===== src/rtl/job_q_2_1_sweep.sv =====
// Sweep stage for job_q_2_1: walks A..D through 0..15, samples OutputY per vector and builds the truth table.
// Optional comparison against ExpectedTable is built when JOB_Q_SWEEP_COMPARE_EN is defined.
module job_q_2_1_sweep #(
    parameter int SETTLE_CYCLES = 4
) (
    input  logic        Clock,
    input  logic        ResetN,
    input  logic        Start,
    input  logic [15:0] ExpectedTable,
    input  logic        OutputY,
    output logic        InputA,
    output logic        InputB,
    output logic        InputC,
    output logic        InputD,
    output logic        Busy,
    output logic        Done,
    output logic [15:0] TruthTable,
    output logic [4:0]  MismatchCount,
    output logic        Pass,
    output logic [1:0]  DebugState
);

    // Handshake: Start is a level request with no ready; it is accepted only on a
    // rising edge where the FSM is IDLE, and ignored (never queued) otherwise.

    localparam int CW = (SETTLE_CYCLES > 1) ? $clog2(SETTLE_CYCLES) : 1;
    localparam logic [CW-1:0] LAST_SETTLE = CW'(SETTLE_CYCLES - 1);

    typedef enum logic [1:0] {
        IDLE   = 2'd0,
        SETTLE = 2'd1,
        SAMPLE = 2'd2,
        DONE   = 2'd3
    } state_t;

    state_t        state;
    logic [3:0]    index;
    logic [CW-1:0] settleCnt;
    logic [3:0]    stim;

    assign {InputA, InputB, InputC, InputD} = stim;
    assign DebugState = state;

`ifdef JOB_Q_SWEEP_COMPARE_EN
    logic [15:0] expLatched;
    logic [4:0]  mismatchReg;
    logic        passReg;
    logic        miss;

    assign miss          = OutputY ^ expLatched[index];
    assign MismatchCount = mismatchReg;
    assign Pass          = passReg;

    always_ff @(posedge Clock or negedge ResetN) begin
        if (!ResetN) begin
            expLatched  <= '0;
            mismatchReg <= '0;
            passReg     <= 1'b0;
        end else begin
            case (state)
                IDLE: if (Start) begin
                    expLatched  <= ExpectedTable;
                    mismatchReg <= '0;
                    passReg     <= 1'b0;
                end
                SAMPLE: begin
                    if (miss)
                        mismatchReg <= mismatchReg + 5'd1;
                    // Final vector: fold this sample's result in so Pass is valid alongside Done
                    if (index == 4'd15)
                        passReg <= (mismatchReg == 5'd0) && !miss;
                end
                default: ;
            endcase
        end
    end
`else
    logic unusedExpected;
    assign unusedExpected = ^ExpectedTable;
    assign MismatchCount  = '0;
    assign Pass           = 1'b0;
`endif

    always_ff @(posedge Clock or negedge ResetN) begin
        if (!ResetN) begin
            state      <= IDLE;
            index      <= '0;
            settleCnt  <= '0;
            stim       <= '0;
            Busy       <= 1'b0;
            Done       <= 1'b0;
            TruthTable <= '0;
        end else begin
            case (state)
                IDLE: begin
                    if (Start) begin
                        TruthTable <= '0;
                        index      <= '0;
                        settleCnt  <= '0;
                        stim       <= '0;
                        Busy       <= 1'b1;
                        state      <= SETTLE;
                    end
                end
                SETTLE: begin
                    if (settleCnt == LAST_SETTLE)
                        state <= SAMPLE;
                    else
                        settleCnt <= settleCnt + 1'b1;
                end
                SAMPLE: begin
                    TruthTable[index] <= OutputY;
                    if (index == 4'd15) begin
                        stim  <= '0;
                        Busy  <= 1'b0;
                        Done  <= 1'b1;
                        state <= DONE;
                    end else begin
                        // Stimulus changes only here, so each code is held through SETTLE and SAMPLE
                        index     <= index + 4'd1;
                        stim      <= index + 4'd1;
                        settleCnt <= '0;
                        state     <= SETTLE;
                    end
                end
                DONE: begin
                    Done  <= 1'b0;
                    state <= IDLE;
                end
                default: state <= IDLE;
            endcase
        end
    end

endmodule


===== config.mk =====
export PLATFORM = sky130hd
export DESIGN_NAME = job_q_2_1_sweep
export DESIGN_NICKNAME = d
export VERILOG_FILES = /design/src/rtl/job_q_2_1_sweep.sv
export SDC_FILE = /design/constraint.sdc
export NUM_CORES = 1
export LEC_CHECK = 0
export ABC_AREA = 1
export CAP_MARGIN = 20
export CORE_ASPECT_RATIO = 0.6
export CORE_UTILIZATION = 45
export DETAILED_ROUTE_END_ITERATION = 10
export DONT_BUFFER_PORTS = 1
export PLACE_DENSITY = 0.69
export SYNTH_ARGS = -nofsm -noshare
export SYNTH_HDL_FRONTEND = slang
export SYNTH_SLANG_ARGS = --single-unit

===== constraint.sdc =====
create_clock -name Clock -period 1.36 [get_ports Clock]
set_input_delay 0 -clock Clock [delete_from_list [all_inputs] [get_ports Clock]]
set_output_delay 0 -clock Clock [all_outputs]
set_load 0.01 [all_outputs]

Yosys cells after proc, flatten, opt, wreduce, memory -nomap -nowiden:

Index checks and enable logic that the tools add are counted.

* add/subtract/negate cells: 2
* order comparisons: 2
* equal/unequal tests: 10
* mux-type cells: 23
* reductions and logical operators: 11

Operator list (number)
* $pmux W16 S2: 1
* $bwmux W16: 1
* $mux W16: 1
* $pmux W4 S2: 2
* $mux W2: 6
* $mux W4: 3
* $ne A2 B2 Y1 const B: 5
* $pmux W2 S4: 1
* $eq A2 B2 Y1 const B: 3
* $pmux W2 S3: 1
* $reduce_and A2 Y1: 3
* $reduce_and A3 Y1: 2
* $lt A4 B5 Y1 const B: 1
* $add A4 B1 Y4 const B: 1
* $demux W1 S4: 1
* $eq A4 B4 Y1 const B: 1
* $ge A4 B1 Y1 const B: 1
* $mux W1: 4
* $pmux W1 S2: 2
* $reduce_and A4 Y1: 1
* $reduce_bool A2 Y1: 2
* $reduce_bool A3 Y1: 1
* $add A2 B1 Y2 const B: 1
* $eq A2 B1 Y1 const B: 1
* 2 further kinds: 2

* register bits after elaboration: 30
* input bits: 20
* output and inout bits: 30
* logic and storage cells: 55

Longest topological paths before layout:

* depth after elaboration: 6
* gate-level depth with buffers: 7
* mapped depth without buffers: 7

Least setup slack after synthesis:

OpenSTA, ideal clock, no wires.

* kind: flip-flop to flip-flop
* from: register index[0]
* to: register index[3]
* setup time: 0.118 ns
* arrival time: 1.095 ns
* required time: 1.242 ns
* slack: 0.147 ns
* stages on the path, launching flop included: 8
* buffers on the path: 0
* clock period less this slack: 1.213 ns
* path through: dfrtp_1 ha_1 nand3_1 inv_1 nand2_1 nand2_1 nand2_1 nand2_1

* word-level cells in the longest chain between the ends: 3
* elaborated cells between the ends (all ways): 6
* classes of those cells: add/sub (1); eq/ne (2); mux (2); reduce/logical (1)

RTL lines
* start: declaration: RTL line 37 `logic [3:0] index;`
* start signal: assignment: RTL line 120 `index <= index + 4'd1;`
* $add A4 B1 Y4 / $eq A4 B4 Y1 (equally long branches): RTL line 120, 113
* $mux W4 / $ne A2 B2 Y1 (equally long branches)
* $pmux W4 S2 / $reduce_and A3 Y1 (equally long branches)

Several ways; a longest one is shown, not always the timed one. The select of a mux whose other input is x is not followed.
A chain may end at the register's enable or synchronous reset.

Final worst setup path:

* from: register index[1]
* to: register TruthTable[12]

* word-level cells in the longest chain between the ends: 6
* elaborated cells between the ends (all ways): 7
* classes of those cells: order compare (2); mux (4); reduce/logical (1)

RTL lines
* $lt A4 B5 Y1 (not written as such) / $ge A4 B1 Y1 (equally long branches): RTL line 112 `TruthTable[index] <= OutputY;`
* $logic_and A1 B1 Y1 (not written as such): RTL line 112
* $mux W1 (not written as such): RTL line 112
* $demux W1 S4 *: RTL line 112
* $bwmux W16 *: RTL line 112
* $pmux W16 S2 *: RTL line 94 `case (state)`
* end signal: indexed assignment: RTL line 112
* end: declaration: RTL line 17 `output logic [15:0] TruthTable,`

Mark *: on every way between the ends. The rest lies on a longest branch, timed or not.

==> out/metrics.csv <==
metric,value,unit
vias in the first global route,1136,
initial antenna violation count,0,
RSZ-0062 raised after global routing,no,
pwr dens,1490,nW/µm²
Pint,1650,µW
most common library cells after synthesis,"85 x nand2_1, 30 x dfrtp_1, 23 x nand3_1, 19 x nor2_1, 13 x inv_1",
worst-path maximum fanout,6,
Initial Util,49.8,%
Core Region,3020,µm²
Sink Count,30,
DR WL/cell,12.2,µm
"Seq/Total Area, Yosys",49.9,%
pin count of the biggest net entering global routing,31,
via/cell ratio,4.83,
final setup vio count,0,
switching share of power,35.1,%
Rows,15,
die area,3590,µm²
Worst Hold Class,in -> reg,
crit share post-route,92.5,%
Post-synth top flop,dfrtp_1,
routed wire length,3070,µm
clock root buffer,clkbuf_8,
Syn-to-layout area delta,14.0,%
most area-consuming cells after synthesis,"dfrtp_1 50%, nand2_1 21%, nand3_1 7.6%, nor2_1 4.7%, ha_1 4.2%",
critical path class,reg -> reg,
Final Core Density,56.8,%
syn avg cell area,7.68,µm²
Post-Syn Instances,196,
CP startpoint kind,flop,
Worst Setup End Kind,flop,
drt pass-1 iters,6,
worst stage delay on the critical path,0.44,ns
layout net count,234,
die width,76.7,µm
Buffers on Ports,0,
Worst-path clk slew,0.06,ns
Synth Area in Compound Gates,0.998,%
fillcell total,275,
adder-cell share of the synthesized area,4.16,%
final hold slack,0.116,ns
Peak Freq,795,MHz
share of power burned in registers,43.8,%
Post-Route Skew,0.00381,ns
status,completed,
Post-synth EDFFs,0,
Post-synth ARST share,100,%
top-area cell type share of the netlist area,49.9,%
design area,1720,µm²
Netlist cell types,17,
io pins,50,
Final min period,1.26,ns
LEAKAGE,0.000948,µW
Setup TNS Final,0,ns
"FF+latch count, synth",30,
Syn. warnings,0,
grt ovf,0,
Worst Path Arrival,1.43,ns
Global Route Usage Sum,19.4,%
Clock Tree Buf Depth,2,
initial drt markers,38,
Pins Over Slew Limit,0,
combinational power share,27.5,%
Final GP Congestion,0.851,
final antenna-violating net count,0,
VDD IR-drop max,0.000727,V
hpwl dp,2210,µm
worst path cell trace,inv_1 > ha_1 > inv_1 > nor2_1 > nand2_1 > nand3_1 > nand2_1,
xor and xnor area share after synthesis,0,%
first-pass GRT wire length,5160,µm
Sw Pwr,896,µW
CTS tree,done,
Die Y,46.8,µm
Clock Power Share,28.7,%
n_diodes,0,
ratio of cells with drive above 1 in the final layout,13.3,%
# H-tree levels,2,
CTS Buf Count,5,
worst skew pair latency,0.28,ns
Post-Syn Area,1510,µm²
most common cell in the netlist,nand2_1,
maxcap violations,0,
CP required,1.53,ns
dpl cell area,1560,µm²
post-synthesis simple-gate area fraction,36.0,%
CP max stage cell,dfrtp_2,
drt drc,0,
Yosys top cell by area,dfrtp_1,
largest family of logic cells by synthesized area,simple AND/OR/NAND/NOR gates,
mux share of post-synthesis cell area,0,%
Fin. Hold Viols,0,
Vias,1218,
[state kept, by name, summed over array words and instances, names as in the netlist]
name        flops
TruthTable     16
Done            1
DebugState      2
stim            4
settleCnt       2
Busy            1
index           4
[cell type report]
type,instances,area [µm²],area share [%]
clock inverter,1,5.00,0.292
tap,42,52.6,3.06
inverter,14,52.6,3.06
multi-input combinational,146,658,38.3
clock buffer,7,86.3,5.03
sequential,30,752,43.8
timing repair buffer,12,110,6.41
[cells by family after synthesis]
logic type                 count (synthesis)
AOI/OAI and AO/OA                          3
adders and majority gates                  5
buffers and inverters                     25
DFF                                       30
other                                      1
and+or+nand+nor                          132
[critical path, delay by kind of cell, from the launching register on]
family / cells / cell delay (ns)
fa+ha+maj: 1 / 0.14
buf+inv: 2 / 0.19
flops: 1 / 0.44
simple gates: 4 / 0.39
[cell usage in the layout, fill, tap and decap left out]
| cell | instances |
|---|---|
| nand2_1 | 83 |
| dlygate4sd3_1 | 3 |
| nor2_4 | 1 |
| nand3_1 | 23 |
| inv_2 | 1 |
| inv_1 | 13 |
| conb_1 | 6 |
| clkbuf_8 | 6 |
| clkinv_2 | 1 |
| ha_1 | 5 |
| buf_12 | 1 |
| o21ai_0 | 2 |
| nand4_1 | 1 |
| nand2_2 | 4 |
| dfrtp_1 | 29 |
| nor2_1 | 15 |
| buf_4 | 8 |
| clkbuf_1 | 1 |
| and3_2 | 1 |
| nor2_2 | 4 |
| o21ai_1 | 1 |
| dfrtp_2 | 1 |
[power groups by stage]
stage          Combinational [µW]  Clock, µW  Sequential [µW]
2_1_floorplan                 459          0             1130
3_3_place_gp                  622          0             1130
3_5_place_dp                  649          0             1130
4_1_cts                       686        743             1120
5_1_grt                       802        776             1130
6_report                      700        732             1120
[metal layers]
layer | wire, µm | global-route usage (%) | vias up
met1 | 1510 | 25.6 | 557
li1 | - | - | 618
met2 | 1290 | 29.3 | 39
met5 | 0 | 0 | -
met3 | 221 | 7.96 | 4
met4 | 36 | 6.92 | 0
[path summary, 6_finish.rpt]
path,depth (start not counted),end,slack [ns],start
min in group asynchronous,2,TruthTable[7]$_DFFE_PN0P_,0.16,ResetN
worst min register to register,2,settleCnt[1]$_DFFE_PN0P_,0.49,settleCnt[1]$_DFFE_PN0P_
worst max-delay path,7,TruthTable[12]$_DFFE_PN0P_,0.10,index[1]$_DFFE_PN0P_
worst max register to register,7,TruthTable[12]$_DFFE_PN0P_,0.10,index[1]$_DFFE_PN0P_
worst min-delay path,5,index[1]$_DFFE_PN0P_,0.12,Start
max in group asynchronous,2,index[1]$_DFFE_PN0P_,1.03,ResetN
[per-stage QoR]
stage | instances | total power (µW) | setup slack, ns
after floorplan | 201 | 1590 | 0.147
after global placement | 240 | 1750 | 0.0595
after detailed placement | 240 | 1780 | 0.0404
after CTS | 252 | 2540 | 0.0297
after global routing | 252 | 2710 | 0.000107
final | 252 | 2550 | 0.102
[what timing repair did]
action / CTS / global route
endpoints found under the setup margin: 0 / 18
hold endpoints to repair: 32 / 0
resized for setup: 0 / 8
hold buffers: 4 / 0
buffers inserted: 0 / 0
Power figures use the tool's default switching activity.
